File: src/rtl/split_sched_pkg.sv
// ---------------------------------------------------------------------------
// split_sched_pkg
// Shared definitions for the split scheduler:
//   - flit type encodings carried in the top two bits of every flit
//   - FSM state enumeration used by split_sched
//   - default flit width and downstream credit depth
//   - credit counter width (fixed at 4 bits, so CREDITS is limited to 1..15)
// ---------------------------------------------------------------------------
package split_sched_pkg;

  localparam int DEF_WIDTH   = 11;
  localparam int DEF_CREDITS = 4;
  localparam int CRED_W      = 4;

  // Flit type field: [WIDTH-1:WIDTH-2]
  typedef enum logic [1:0] {
    FT_BODY = 2'b00,
    FT_TAIL = 2'b01,
    FT_HEAD = 2'b10,
    FT_HT   = 2'b11
  } flit_type_e;

  typedef enum logic [1:0] {
    S_IDLE  = 2'd0,
    S_LOCK0 = 2'd1,
    S_LOCK1 = 2'd2
  } state_e;

  // Head and head+tail both carry a route bit and both open arbitration;
  // they share the upper type bit.
  function automatic logic is_head(input logic [1:0] ftype);
    return ftype[1];
  endfunction

endpackage

File: src/rtl/split_sched_if.sv
// ---------------------------------------------------------------------------
// split_sched_if
// Bundles the two requester inputs, the shared output handshake, the
// per-output credit returns and the grant/err status of the split scheduler.
//   in0_*/in1_*  : requester flit, valid, ready
//   out_*        : flit, split control token, valid/ready to the split path
//   cred_ret     : one-cycle credit return pulse per split output
//   grant, err   : current path owner (one-hot) and orphan flit pulse
// Modports:
//   master : requester/downstream side (drives flits, out_ready, cred_ret)
//   slave  : the scheduler itself
// ---------------------------------------------------------------------------
interface split_sched_if
  import split_sched_pkg::*;
#(
  parameter int WIDTH = DEF_WIDTH
) ();

  logic [WIDTH-1:0] in0_data;
  logic             in0_valid;
  logic             in0_ready;
  logic [WIDTH-1:0] in1_data;
  logic             in1_valid;
  logic             in1_ready;
  logic [WIDTH-1:0] out_data;
  logic             out_ctrl;
  logic             out_valid;
  logic             out_ready;
  logic [1:0]       cred_ret;
  logic [1:0]       grant;
  logic             err;

  modport master (
    output in0_data, in0_valid, in1_data, in1_valid, out_ready, cred_ret,
    input  in0_ready, in1_ready, out_data, out_ctrl, out_valid, grant, err
  );

  modport slave (
    input  in0_data, in0_valid, in1_data, in1_valid, out_ready, cred_ret,
    output in0_ready, in1_ready, out_data, out_ctrl, out_valid, grant, err
  );

endinterface

File: src/rtl/split_sched_credit.sv
// ---------------------------------------------------------------------------
// split_credit
// Credit counter for one split output. Starts full (CREDITS), counts down
// on every flit sent to that output and up on each credit return pulse.
// A send and a return in the same cycle cancel; returns beyond CREDITS are
// dropped so a spurious pulse cannot inflate the window.
// Ports:
//   clk     : clock
//   _reset  : synchronous active-low reset
//   dec     : a flit for this output is accepted this cycle
//   inc     : credit return pulse from the downstream buffer
//   avail   : at least one credit is available
// ---------------------------------------------------------------------------
module split_credit
  import split_sched_pkg::*;
#(
  parameter int CREDITS = DEF_CREDITS
) (
  input  logic clk,
  input  logic _reset,
  input  logic dec,
  input  logic inc,
  output logic avail
);

  localparam logic [CRED_W-1:0] MAX_CRED = CRED_W'(CREDITS);
  localparam logic [CRED_W-1:0] ONE      = CRED_W'(1);

  logic [CRED_W-1:0] count_reg;
  logic [CRED_W-1:0] count_next;

  always_comb begin
    count_next = count_reg;
    if (dec && !inc) begin
      count_next = count_reg - ONE;
    end else if (inc && !dec && (count_reg != MAX_CRED)) begin
      count_next = count_reg + ONE;
    end
  end

  always_ff @(posedge clk) begin
    if (!_reset) begin
      count_reg <= MAX_CRED;
    end else begin
      count_reg <= count_next;
    end
  end

  assign avail = (count_reg != '0);

endmodule

File: src/rtl/split_sched.sv
// ---------------------------------------------------------------------------
// split_sched
// Packet scheduler in front of a shared split datapath. Two requesters
// compete for the path with round-robin arbitration on head flits; the
// winner of a multi-flit packet locks the path until its tail is accepted.
// The route bit of the head selects the split output (out_ctrl) for every
// flit of the packet, and a per-output credit counter throttles sending.
// Accepted flits are registered: latency 1, one flit per cycle.
// Ports:
//   clk     : clock
//   _reset  : synchronous active-low reset
//   bus     : split_sched_if slave modport (inputs, output, credits, status)
// ---------------------------------------------------------------------------
module split_sched
  import split_sched_pkg::*;
#(
  parameter int WIDTH   = DEF_WIDTH,
  parameter int CREDITS = DEF_CREDITS
) (
  input  logic          clk,
  input  logic          _reset,
  split_sched_if.slave  bus
);

  localparam int TYPE_MSB  = WIDTH - 1;
  localparam int ROUTE_BIT = WIDTH - 3;

  // FSM and packet context
  state_e state_reg, state_next;
  logic   route_reg, route_next;
  logic   last_reg,  last_next;   // input granted most recently (1 = in1)

  // Output register
  logic             out_valid_reg;
  logic [WIDTH-1:0] out_data_reg;
  logic             out_ctrl_reg;

  // Input decode
  logic [WIDTH-1:0] in_data [2];
  logic [1:0]       in_type [2];
  logic [1:0]       in_valid;
  logic [1:0]       in_head;
  logic [1:0]       in_orphan;

  // Selection / acceptance
  logic       sel;          // input considered for forwarding this cycle
  logic       cand;         // that input has something forwardable
  logic       idle;
  logic       sel_route;
  logic       can_load;
  logic       fwd_accept;
  logic [1:0] in_ready;
  logic [1:0] grant_c;
  logic       err_c;
  logic [1:0] cred_dec;
  logic [1:0] cred_avail;

  assign in_data[0] = bus.in0_data;
  assign in_data[1] = bus.in1_data;
  assign in_valid   = {bus.in1_valid, bus.in0_valid};

  // Output slot can take a flit if it is empty or being drained now.
  assign can_load = ~out_valid_reg | bus.out_ready;

  generate
    for (genvar gi = 0; gi < 2; gi++) begin : g_port
      assign in_type[gi]   = in_data[gi][TYPE_MSB -: 2];
      assign in_head[gi]   = in_valid[gi] &  is_head(in_type[gi]);
      assign in_orphan[gi] = in_valid[gi] & ~is_head(in_type[gi]);

      split_credit #(
        .CREDITS (CREDITS)
      ) u_credit (
        .clk    (clk),
        ._reset (_reset),
        .dec    (cred_dec[gi]),
        .inc    (bus.cred_ret[gi]),
        .avail  (cred_avail[gi])
      );
    end
  endgenerate

  // -------------------------------------------------------------------------
  // FSM state register (also holds packet route and round-robin pointer)
  // -------------------------------------------------------------------------
  always_ff @(posedge clk) begin
    if (!_reset) begin
      state_reg <= S_IDLE;
      route_reg <= 1'b0;
      last_reg  <= 1'b1;
    end else begin
      state_reg <= state_next;
      route_reg <= route_next;
      last_reg  <= last_next;
    end
  end

  // -------------------------------------------------------------------------
  // FSM next-state logic
  // -------------------------------------------------------------------------
  always_comb begin
    state_next = state_reg;
    route_next = route_reg;
    last_next  = last_reg;
    case (state_reg)
      S_IDLE: begin
        if (fwd_accept) begin
          // Any accepted head (with or without tail) moves the pointer.
          last_next = sel;
          if (in_type[sel] == FT_HEAD) begin
            state_next = sel ? S_LOCK1 : S_LOCK0;
            route_next = sel_route;
          end
        end
      end
      S_LOCK0, S_LOCK1: begin
        if (fwd_accept && (in_type[sel] == FT_TAIL)) begin
          state_next = S_IDLE;
        end
      end
      default: state_next = S_IDLE;
    endcase
  end

  // -------------------------------------------------------------------------
  // FSM outputs: selection, readies, grant, err, credit consumption
  // -------------------------------------------------------------------------
  always_comb begin
    sel  = 1'b0;
    cand = 1'b0;
    idle = 1'b0;
    case (state_reg)
      S_IDLE: begin
        idle = 1'b1;
        // On contention the input not granted last wins.
        sel  = (in_head[0] & in_head[1]) ? ~last_reg : in_head[1];
        cand = |in_head;
      end
      S_LOCK0: begin
        sel  = 1'b0;
        cand = in_valid[0];
      end
      S_LOCK1: begin
        sel  = 1'b1;
        cand = in_valid[1];
      end
      default: ;
    endcase

    // A head carries its own route; inside a packet the latched one rules.
    sel_route  = idle ? in_data[sel][ROUTE_BIT] : route_reg;
    fwd_accept = _reset & cand & cred_avail[sel_route] & can_load;

    // Orphan body/tail flits in IDLE are swallowed without touching the
    // output slot or credits.
    in_ready[0] = (fwd_accept & ~sel) | (_reset & idle & in_orphan[0]);
    in_ready[1] = (fwd_accept &  sel) | (_reset & idle & in_orphan[1]);
    err_c       = _reset & idle & (|in_orphan);

    grant_c = 2'b00;
    case (state_reg)
      S_LOCK0: grant_c = 2'b01;
      S_LOCK1: grant_c = 2'b10;
      S_IDLE: begin
        if (fwd_accept && (in_type[sel] == FT_HT)) begin
          grant_c = sel ? 2'b10 : 2'b01;
        end
      end
      default: ;
    endcase
    if (!_reset) begin
      grant_c = 2'b00;
    end

    cred_dec = 2'b00;
    if (fwd_accept) begin
      cred_dec = sel_route ? 2'b10 : 2'b01;
    end
  end

  // -------------------------------------------------------------------------
  // Output register: load on accept, otherwise hold until drained
  // -------------------------------------------------------------------------
  always_ff @(posedge clk) begin
    if (!_reset) begin
      out_valid_reg <= 1'b0;
      out_data_reg  <= '0;
      out_ctrl_reg  <= 1'b0;
    end else if (fwd_accept) begin
      out_valid_reg <= 1'b1;
      out_data_reg  <= in_data[sel];
      out_ctrl_reg  <= sel_route;
    end else if (bus.out_ready) begin
      out_valid_reg <= 1'b0;
    end
  end

  assign bus.in0_ready = in_ready[0];
  assign bus.in1_ready = in_ready[1];
  assign bus.out_valid = out_valid_reg;
  assign bus.out_data  = out_data_reg;
  assign bus.out_ctrl  = out_ctrl_reg;
  assign bus.grant     = grant_c;
  assign bus.err       = err_c;

endmodule
File: src/flat_wrapper.sv
// flat-port wrapper written by rule: the top's interface ports become plain ports
module split_sched_flat import split_sched_pkg::*;
#(
  parameter int WIDTH   = DEF_WIDTH,
  parameter int CREDITS = DEF_CREDITS
)
  (clk, _reset, bus_in0_data, bus_in0_valid, bus_in1_data, bus_in1_valid, bus_out_ready, bus_cred_ret, bus_in0_ready, bus_in1_ready, bus_out_data, bus_out_ctrl, bus_out_valid, bus_grant, bus_err);
  split_sched_if #(.WIDTH(WIDTH)) bus_i ();
  input  logic clk;
  input  logic _reset;
  input wire logic [$bits(bus_i.in0_data)-1:0] bus_in0_data;
  input wire logic [$bits(bus_i.in0_valid)-1:0] bus_in0_valid;
  input wire logic [$bits(bus_i.in1_data)-1:0] bus_in1_data;
  input wire logic [$bits(bus_i.in1_valid)-1:0] bus_in1_valid;
  input wire logic [$bits(bus_i.out_ready)-1:0] bus_out_ready;
  input wire logic [$bits(bus_i.cred_ret)-1:0] bus_cred_ret;
  output wire logic [$bits(bus_i.in0_ready)-1:0] bus_in0_ready;
  output wire logic [$bits(bus_i.in1_ready)-1:0] bus_in1_ready;
  output wire logic [$bits(bus_i.out_data)-1:0] bus_out_data;
  output wire logic [$bits(bus_i.out_ctrl)-1:0] bus_out_ctrl;
  output wire logic [$bits(bus_i.out_valid)-1:0] bus_out_valid;
  output wire logic [$bits(bus_i.grant)-1:0] bus_grant;
  output wire logic [$bits(bus_i.err)-1:0] bus_err;
  assign bus_i.in0_data = bus_in0_data;
  assign bus_i.in0_valid = bus_in0_valid;
  assign bus_i.in1_data = bus_in1_data;
  assign bus_i.in1_valid = bus_in1_valid;
  assign bus_i.out_ready = bus_out_ready;
  assign bus_i.cred_ret = bus_cred_ret;
  assign bus_in0_ready = bus_i.in0_ready;
  assign bus_in1_ready = bus_i.in1_ready;
  assign bus_out_data = bus_i.out_data;
  assign bus_out_ctrl = bus_i.out_ctrl;
  assign bus_out_valid = bus_i.out_valid;
  assign bus_grant = bus_i.grant;
  assign bus_err = bus_i.err;
  split_sched #(.WIDTH(WIDTH), .CREDITS(CREDITS)) u_core (.clk(clk), ._reset(_reset), .bus(bus_i));
endmodule
File: config.mk
export PLATFORM = sky130hd
export DESIGN_NAME = split_sched_flat
export DESIGN_NICKNAME = d
export VERILOG_FILES = /design/src/rtl/split_sched_pkg.sv /design/src/rtl/split_sched_if.sv /design/src/rtl/split_sched_credit.sv /design/src/rtl/split_sched.sv /design/src/flat_wrapper.sv
export SDC_FILE = /design/constraint.sdc
export NUM_CORES = 1
export LEC_CHECK = 0
export CELL_PAD_IN_SITES_DETAIL_PLACEMENT = 1
export CELL_PAD_IN_SITES_GLOBAL_PLACEMENT = 1
export CORE_MARGIN = 5
export CORE_UTILIZATION = 30
export DETAILED_ROUTE_END_ITERATION = 10
export HOLD_SLACK_MARGIN = 0.06
export PLACE_DENSITY_LB_ADDON = 0.2
export RECOVER_POWER = 50
export SETUP_SLACK_MARGIN = 0.3
export SYNTH_ARGS = -nofsm -noshare
export SYNTH_HDL_FRONTEND = slang
export SYNTH_SLANG_ARGS = --single-unit
export TNS_END_PERCENT = 5
File: constraint.sdc
create_clock -name clk -period 6.6 [get_ports clk]
set_input_delay 0.66 -clock clk [delete_from_list [all_inputs] [get_ports clk]]
set_output_delay 0.66 -clock clk [all_outputs]
set_load 0.02 [all_outputs]
=== After elaboration in Yosys (flattened, before gate mapping) ===
Cells that the tools add are included.

* Output and inout bits: 18
* Word-level logic and storage cells: 100
* Bits in registers: 25
* Bits of input ports: 29

* Reductions and logical operators: 24
* Mux-type cells: 29
* Bitwise logic cells: 23
* Order comparisons: 2
* Add/subtract/negate cells: 4
* Eq/ne operators: 10

{| class="wikitable"
|+ Operator list
! cell !! number
|-
| $mux 11 || 3
|-
| $mux 2 || 11
|-
| $mux 4 || 4
|-
| $and 1x1->1 || 14
|-
| $add 4x1->4 const B || 2
|-
| $logic_and 1x1->1 || 8
|-
| $ne 4x3->1 const B || 2
|-
| $reduce_bool 4->1 || 2
|-
| $sub 4x1->4 const B || 2
|-
| $mux 1 || 7
|-
| $eq 2x2->1 const B || 3
|-
| $ne 2x1->1 const B || 3
|-
| $pmux 2 s3 || 1
|-
| $reduce_and 3->1 || 2
|-
| $reduce_bool 2->1 || 3
|-
| $reduce_or 2->1 || 3
|-
| $not 1->1 || 5
|-
| $eq 2x1->1 const B || 2
|-
| $logic_not 1->1 || 4
|-
| $pmux 2 s2 || 1
|-
| $or 1x1->1 || 3
|-
| $pmux 1 s3 || 1
|-
| $ge 2x2->1 const B || 1
|-
| $logic_not 2->1 || 1
|-
| other kinds (4) || 4
|}

=== Logic depth before layout (Yosys ltp) ===
Gate-level depths: netlist (run 1).

* Word-level depth: 19
* Mapped depth: 14
* Gate-level depth less buffers: 12

=== Hierarchy ===
A second synthesis (run 1) with hierarchy kept.

* Cell total of the unflattened synthesis: 193
* Area, all modules: 1735.4 µm²

{| class="wikitable"
|+ By module, submodules not included
! module !! cells each !! seq. area each (µm²) !! instances !! area an instance (µm²)
|-
| split_sched || 125 || 340.3 || 1 || 1092.3
|-
| split_credit || 34 || 80.1 || 2 || 321.6
|}

=== Worst setup path before layout (run 1) ===
No wires, ideal clock.

* Path kind: in2out
* Start: input port bus_in1_data[10]
* End: output port bus_grant[0]
* Required time: 5940 ps
* Path buffers: 3
* Slack: 3407 ps
* Cell stages on the path: 8
* Arrival time: 2533 ps
* Path through: clkbuf_1 > a41oi_4 > o311ai_2 > mux2i_1 > buf_2 > buf_2 > nand2_1 > o22ai_1

* Longest elaborated chain between the ends: 17
* Elaborated cells on any way between the ends: 25
* Those cells by class: eq/ne: 1; mux: 16; bitwise: 6; reduce/logical: 2

{| class="wikitable"
|+ Ends and longest elaborated chain
! item !! line !! source
|-
| start, declared || flat_wrapper.sv:13 || <nowiki>input wire logic [$bits(bus_i.in1_data)-1:0] bus_in1_data;</nowiki>
|-
| $and 1x1->1 || split_sched.sv:68 || <nowiki>assign in_head[gi] = in_valid[gi] & is_head(in_type[gi]);</nowiki>
|-
| $and 1x1->1 || split_sched.sv:136 || <nowiki>sel = (in_head[0] & in_head[1]) ? ~last_reg : in_head[1];</nowiki>
|-
| $mux 1 || split_sched.sv:136 ||
|-
| $pmux 1 s2 || split_sched.sv:132 || <nowiki>case (state_reg)</nowiki>
|-
| $not 1->2 (not written as such) || split_sched.sv:151, split_sched.sv:165 ||
|-
| $mux 11 (not written as such) || split_sched.sv:151 || <nowiki>sel_route = idle ? in_data[sel][ROUTE_BIT] : route_reg;</nowiki>
|-
| $mux 11 (2 in series) || - ||
|-
| $mux 1 || split_sched.sv:151 ||
|-
| $mux 1 (not written as such) (2 in series) || split_sched.sv:152 || <nowiki>fwd_accept = _reset & cand & cred_avail[sel_route] & can_load;</nowiki>
|-
| $and 1x1->1 (2 in series) || split_sched.sv:152 ||
|-
| $logic_and 1x1->1 || split_sched.sv:165 || <nowiki>if (fwd_accept && (in_type[sel] == FT_HT)) begin</nowiki>
|-
| $mux 2 * || split_sched.sv:165 ||
|-
| $pmux 2 s3 * || split_sched.sv:161 || <nowiki>case (state_reg)</nowiki>
|-
| $mux 2 * || split_sched.sv:171 || <nowiki>if (!_reset) begin</nowiki>
|-
| end, declared || flat_wrapper.sv:22 || <nowiki>output wire logic [$bits(bus_i.grant)-1:0] bus_grant;</nowiki>
|}

Mark *: on every way between the ends. The rest lies on a longest branch, timed or not. The select of a mux whose other input is x is not followed.

=== Final worst setup path (run 1) ===
* Start: input port bus_in0_data[10]
* End: output port bus_grant[0]

* Longest elaborated chain between the ends: 17
* Elaborated cells on any way between the ends: 25
* Those cells by class: eq/ne: 1; mux: 16; bitwise: 6; reduce/logical: 2

{| class="wikitable"
|+ Ends and longest elaborated chain
! item !! line !! source
|-
| start, declared || flat_wrapper.sv:11 || <nowiki>input wire logic [$bits(bus_i.in0_data)-1:0] bus_in0_data;</nowiki>
|-
| $and 1x1->1 || split_sched.sv:68 ||
|-
| $and 1x1->1 || split_sched.sv:136 ||
|-
| $mux 1 || split_sched.sv:136 ||
|-
| $pmux 1 s2 || split_sched.sv:132 ||
|-
| $not 1->2 (not written as such) || split_sched.sv:151, split_sched.sv:165 ||
|-
| $mux 11 (not written as such) || split_sched.sv:151 ||
|-
| $mux 11 (2 in series) || - ||
|-
| $mux 1 || split_sched.sv:151 ||
|-
| $mux 1 (not written as such) (2 in series) || split_sched.sv:152 ||
|-
| $and 1x1->1 (2 in series) || split_sched.sv:152 ||
|-
| $logic_and 1x1->1 || split_sched.sv:165 ||
|-
| $mux 2 * || split_sched.sv:165 ||
|-
| $pmux 2 s3 * || split_sched.sv:161 ||
|-
| $mux 2 * || split_sched.sv:171 ||
|}

Marks and branches as above.

==> flow_metrics.env, run 1 <==
export IMPL_cts_buffers=3
export IMPL_final_cell_mix="32 x clkdlybuf4s50_1, 31 x nand2_1, 25 x dfxtp_1"
export IMPL_grt_max_degree=40
export IMPL_pin_count=47
export IMPL_final_cell_count_no_fill=299
export IMPL_slowest_stage="a41oi_1"
export IMPL_clkTransAtPathRegs_ns=0.09
export IMPL_postRouteAntennaNets=0
export IMPL_startpoint="bus_in0_data[10]"
export IMPL_synthToLayoutAreaGrowth_pct=31.1
export IMPL_cts_resized=0
export IMPL_grt_pass1_wl_um=7160
export IMPL_die_area_um2=7140
export IMPL_crit_fanout=18
export IMPL_ys_flop_type="dfxtp_1"
export IMPL_fin_crit_ns=5.07
export IMPL_hold_path_depth=2
export IMPL_antenna_found_initial=0
export IMPL_numPortBuffers=46
export IMPL_p_leak_nw=1.07
export IMPL_clk_latency_ns=0.26
export IMPL_yosys_warnings=0
export IMPL_hp_start="u_core.bus.out_ctrl"
export IMPL_skew_ns=0.00246
export IMPL_failed_checks="max-capacitance violations, max-slew violations"
export IMPL_placed_cell_area_um2=2170
export IMPL_cp_required_ns=5.94
export IMPL_hold_end="u_core.bus.out_ctrl"
export IMPL_fin_setup_tns_ns=0
export IMPL_vdd_drop_max_mv=0.0889
export IMPL_ctsHoldBuffers=0
export IMPL_place_congestion=0.816
export IMPL_drv_cap=2
export IMPL_grt_overflow_total=0
export IMPL_cpPeakStageDelay_ns=1.47
export IMPL_netlist_instances=189
export IMPL_hold_path_class="reg2reg"
export IMPL_synth_largest_area_cell="dfxtp_1"
export IMPL_drive_above_1_share_pct=5.73
export IMPL_p_total_uw=396
export IMPL_min_period_over_period_pct=76.8
export IMPL_drtIter0Drc=34
export IMPL_synth_edf_count=0
export IMPL_seq_area_frac_synth_pct=30.1
export IMPL_powerDensity_nw_per_um2=181
export IMPL_coreArea_um2=5440
export IMPL_crit_chain="dlygate4sd3_1 > nand3_2 > a41oi_1 > o311ai_2 > mux2i_1 > nand2_1 > o22ai_1 > clkdlybuf4s50_1"
export IMPL_fin_nets=263
export IMPL_grt_setup_unrepaired="false"
export IMPL_dr_pass1_iters=4
export IMPL_max_freq_ghz=0.197
export IMPL_path_buf_inv=2
export IMPL_grt_pass1_vias=1548
export IMPL_post_cts_buffers=0
export IMPL_synth_seq_cells=25
export IMPL_async_flop_share_pct=0
export IMPL_clockBufferDepth=2
export IMPL_hpwl_um=3160
export IMPL_hold_viol=0
export IMPL_initial_core_util_pct=30.6
export IMPL_relSlewSlack_pct=-33.1
export IMPL_place_inst=295
export IMPL_netlist_area_um2=1660
export IMPL_cts_sinks=25
export IMPL_rows=27
export IMPL_crit_arrival_ns=4.41
export IMPL_final_common_cell="clkdlybuf4s50_1"
export IMPL_reg2reg_from="u_core.state_reg[0]"
export IMPL_criticalPathCategory="in2out"
export IMPL_routedWlPerCell_um=13.9
export IMPL_r2r_end="u_core.g_port[1].u_credit.count_reg[2]"
export IMPL_rrSetupSlack_ns=2.01
export IMPL_status="finished, violations left"
export IMPL_die_y_um=84.5
export IMPL_synth_area_leaders="dfxtp_1 30%, mux2i_1 14%, nand2_1 7.0%"
export IMPL_cts_max_level=1
export IMPL_setup_violations=0
export IMPL_synth_avg_cell_area_um2=8.80
export IMPL_cp_end_kind="output pin"
export IMPL_r2r_cells=11
export IMPL_post_drt_via_cell_ratio=5.03
export IMPL_synthDistinctLibCells=40
export IMPL_tightestPinTransition_ns=1.97
export IMPL_syn_nets=224
export IMPL_largest_reg_flops=11
export IMPL_die_width_um=84.5
export IMPL_antenna_cells=0
export IMPL_path_delay_family="compound AO/OA/AOI/OAI gates"
export IMPL_wirelength_um=4160
export IMPL_yosysTopAreaCellShare_pct=30.1
export IMPL_drc=0
export IMPL_track_usage_pct=11.8
export IMPL_via_count=1504
export IMPL_root_buffer="clkbuf_8"
export IMPL_slew_viol_final=59
export IMPL_cts_tree="done"
export IMPL_worst_setup_path_start_kind="input port"
export IMPL_final_cell_area_um2=2180
==> worst register-to-register path, stage by stage, from the launching register on <==
cell and delay [ns]:
dfxtp_1 0.45, inv_1 0.13, ha_1 0.40, a41oi_1 1.53, mux2i_1 0.38, a211o_1 0.54
nor2_1 0.16, xor2_1 0.08, ha_1 0.19, and3_1 0.16, mux2i_1 0.14, mux2_2 0.34
==> where the power goes <==
| group | leakage [nW] | internal (mW) | switching, mW |
|---|---|---|---|
| logic | 0.844 | 0.0649 | 0.0640 |
| clock network | 0.0228 | 0.0431 | 0.0477 |
| registers | 0.204 | 0.165 | 0.0112 |
==> layer usage <==
| metal | global-route usage [%] | wire [um] |
|---|---|---|
| met3 | 3.53 | 225 |
| met1 | 15.7 | 2030 |
| met2 | 18.9 | 1900 |
| met4 | 2.59 | 14 |
| met5 | 0 | 0 |
==> Yosys cell counts, drive strengths merged (2+ instances only) <==
cell type  number
nand2          31
dfxtp          25
mux2i          24
nand2b         11
o211a          10
buf             7
clkbuf          7
a21oi           6
ha              6
mux2            6
inv             5
nor2            5
nand3b          4
nor3            4
and3            3
nand3           3
o21ai           3
a21boi          2
a31o            2
nand4           2
nand4b          2
nor2b           2
nor3b           2
nor4            2
o22ai           2
o32ai           2
or4             2
xor2            2
==> metrics by stage <==
stage,utilization [%],hold WS [ns],setup WS [ns]
after floorplan,-,0.452,3.41
after global placement,39.8,0.466,2.53
after detailed placement,39.8,0.473,2.49
after CTS,40.6,0.486,2.41
after global routing,40.1,0.502,1.10
final,40.1,0.483,1.53
==> cell type report <==
| type | instances | area, um^2 |
|---|---|---|
| fill | 645 | 3260 |
| multi-input combinational | 145 | 1060 |
| sequential | 25 | 500 |
| timing repair buffer | 48 | 468 |
| tap | 72 | 90.1 |
| clock buffer | 4 | 45.0 |
| inverter | 5 | 18.8 |
==> how the worst max path moves through the flow <==
| stage | to | slack (ns) | cells past startpoint |
|---|---|---|---|
| final | bus_grant[0] | 1.53 | 8 |
| after global routing | bus_grant[0] | 1.10 | 8 |
| after CTS | bus_grant[0] | 2.41 | 8 |
| after detailed placement | bus_grant[0] | 2.49 | 8 |
| after global placement | bus_grant[0] | 2.53 | 7 |
| after floorplan | bus_grant[0] | 3.41 | 8 |
==> logic make-up (layout without fill, tap and decap cells) <==
| group | after synthesis | in the layout | share of synthesized area [%] |
|---|---|---|---|
| simple gates | 76 | 76 | 24.2 |
| compound gates | 31 | 31 | 16.2 |
| xor+xnor | 2 | 2 | 1.05 |
| fa+ha+maj | 6 | 6 | 4.51 |
| flops | 25 | 25 | 30.1 |
| buf+inv | 19 | 57 | 5.19 |
| mux | 30 | 30 | 18.7 |
No activity file was read; power rests on OpenSTA's default activity.
==> run 2, diff against run 1 <==
==> constraint.sdc (replaced) <==
create_clock -name clk -period 4.4 [get_ports clk]
set_input_delay 0.44 -clock clk [delete_from_list [all_inputs] [get_ports clk]]
set_output_delay 0.44 -clock clk [all_outputs]
set_load 0.02 [all_outputs]
==> flow_metrics.env, run 2 (same netlist as run 1, synthesis figures left out) <==
export IMPL_largest_reg_flops=11
export IMPL_die_y_um=84.5
export IMPL_antenna_found_initial=0
export IMPL_slowest_stage="clkdlybuf4s50_1"
export IMPL_post_drt_via_cell_ratio=4.94
export IMPL_numPortBuffers=46
export IMPL_clockBufferDepth=2
export IMPL_hold_viol=0
export IMPL_grt_pass1_wl_um=7200
export IMPL_path_buf_inv=2
export IMPL_finalCoreUtilization_pct=40.6
export IMPL_fin_ws_ns=0.606
export IMPL_via_count=1482
export IMPL_rows=27
export IMPL_cpPeakStageDelay_ns=0.62
export IMPL_cts_buffers=3
export IMPL_coreArea_um2=5440
export IMPL_pin_count=47
export IMPL_hpwl_um=3300
export IMPL_crit_chain="inv_1 > ha_1 > a21oi_1 > o32ai_1 > nand4b_1 > mux2i_1 > nand2b_1 > o22ai_1 > clkdlybuf4s50_1"
export IMPL_hold_path_class="reg2reg"
export IMPL_die_area_um2=7140
export IMPL_clkTransAtPathRegs_ns=0.09
export IMPL_drc=0
export IMPL_min_period_over_period_pct=86.2
export IMPL_final_cell_mix="33 x clkdlybuf4s50_1, 31 x nand2_1, 25 x dfxtp_1"
export IMPL_dp_slack_ns=0.859
export IMPL_grt_pass1_vias=1521
export IMPL_clk_latency_ns=0.27
export IMPL_grt_max_degree=28
export IMPL_cp_required_ns=3.96
export IMPL_path_delay_family="buffers and inverters"
export IMPL_rrSetupSlack_ns=0.73
export IMPL_die_width_um=84.5
export IMPL_dr_pass1_iters=4
export IMPL_slew_viol_final=0
export IMPL_skew_ns=0.00561
export IMPL_final_common_cell="clkdlybuf4s50_1"
export IMPL_setup_violations=0
export IMPL_worst_setup_path_start_kind="register"
export IMPL_fin_setup_tns_ns=0
export IMPL_grt_setup_unrepaired="false"
export IMPL_cts_max_level=1
export IMPL_grt_overflow_total=0
export IMPL_vdd_drop_max_mv=0.133
export IMPL_tightestPinTransition_ns=1.10
export IMPL_cts_tree="done"
export IMPL_track_usage_pct=12.2
export IMPL_place_congestion=0.749
export IMPL_drtIter0Drc=54
export IMPL_drive_above_1_share_pct=6.58
export IMPL_synthToLayoutAreaGrowth_pct=32.9
export IMPL_postRouteAntennaNets=0
export IMPL_criticalPathCategory="reg2out"
export IMPL_relSlewSlack_pct=26.9
export IMPL_p_total_uw=601
export IMPL_ctsHoldBuffers=0
export IMPL_max_freq_ghz=0.264
export IMPL_wirelength_um=4300
export IMPL_cts_sinks=25
export IMPL_crit_arrival_ns=3.35
export IMPL_crit_fanout=15
export IMPL_p_leak_nw=1.08
export IMPL_cts_resized=0
export IMPL_grt_use_met1_pct=15.7
export IMPL_cp_end_kind="output pin"
export IMPL_initial_core_util_pct=30.6
export IMPL_status="finished, final reports clean"
export IMPL_post_cts_buffers=0
export IMPL_met3_usage_pct=3.83
export IMPL_grt_busiest_layer="met2"
export IMPL_routedWlPerCell_um=14.3
export IMPL_powerDensity_nw_per_um2=272
export IMPL_root_buffer="clkbuf_8"
export IMPL_fin_crit_ns=3.79
export IMPL_fin_nets=264
export IMPL_drv_cap=0
export IMPL_use_met2_pct=19.8
export IMPL_antenna_cells=0
==> run 2: path summary, 6_finish.rpt <==
| path | startpoint | endpoint | depth (start not counted) |
|---|---|---|---|
| min | u_core.bus.out_ctrl | u_core.bus.out_ctrl | 2 |
| max | u_core.state_reg[0] | bus_grant[1] | 9 |
| max reg2reg | u_core.state_reg[0] | u_core.state_reg[0] | 9 |
| min reg2reg | u_core.bus.out_ctrl | u_core.bus.out_ctrl | 2 |
==> run 2: power breakdown <==
group	total (mW)	switching, mW	leakage [nW]	internal, mW
logic	0.196	0.0987	0.853	0.0977
registers	0.264	0.0171	0.204	0.247
clock network	0.140	0.0753	0.0228	0.0649
total	0.601	0.191	1.08	0.410
==> run 2: worst min-delay path: stages, from the launching register on <==
cell	delay, ns
dfxtp_1	0.32
nand3_1	0.06
a21boi_0	0.07
==> run 2: routing by layer <==
layer  routed length, um  share of wire, %
met5                   0                 0
met1                2070                48
met2                1930                45
met3                 273               6.3
met4                  37              0.86
==> run 2: area by class of cell <==
type	instances	area, um^2
Clock buffer	4	45.0
Tap cell	72	90.1
Fill cell	643	3230
Inverter	5	18.8
Sequential cell	25	500
Multi-Input combinational cell	145	1080
Timing Repair Buffer	49	479
==> run 2: through the flow <==
| stage | hold WS (ns) | instance area, um^2 | instances |
|---|---|---|---|
| 2_1_floorplan | 0.452 | 1660 | 189 |
| 3_3_place_gp | 0.472 | 2170 | 296 |
| 3_5_place_dp | 0.481 | 2170 | 296 |
| 4_1_cts | 0.495 | 2220 | 300 |
| 5_1_grt | 0.520 | 2210 | 300 |
| 6_report | 0.488 | 2210 | 300 |
==> run 3, diff against run 2 <==
--- a/config.mk
+++ b/config.mk
@@ -10,6 +10,7 @@
 export CORE_MARGIN = 5
 export CORE_UTILIZATION = 30
 export DETAILED_ROUTE_END_ITERATION = 10
+export GPL_ROUTABILITY_DRIVEN = 0
 export HOLD_SLACK_MARGIN = 0.06
 export PLACE_DENSITY_LB_ADDON = 0.2
 export RECOVER_POWER = 50
==> results of run 3 <==
Final layout, timing and power as in run 2 (identical DEF).
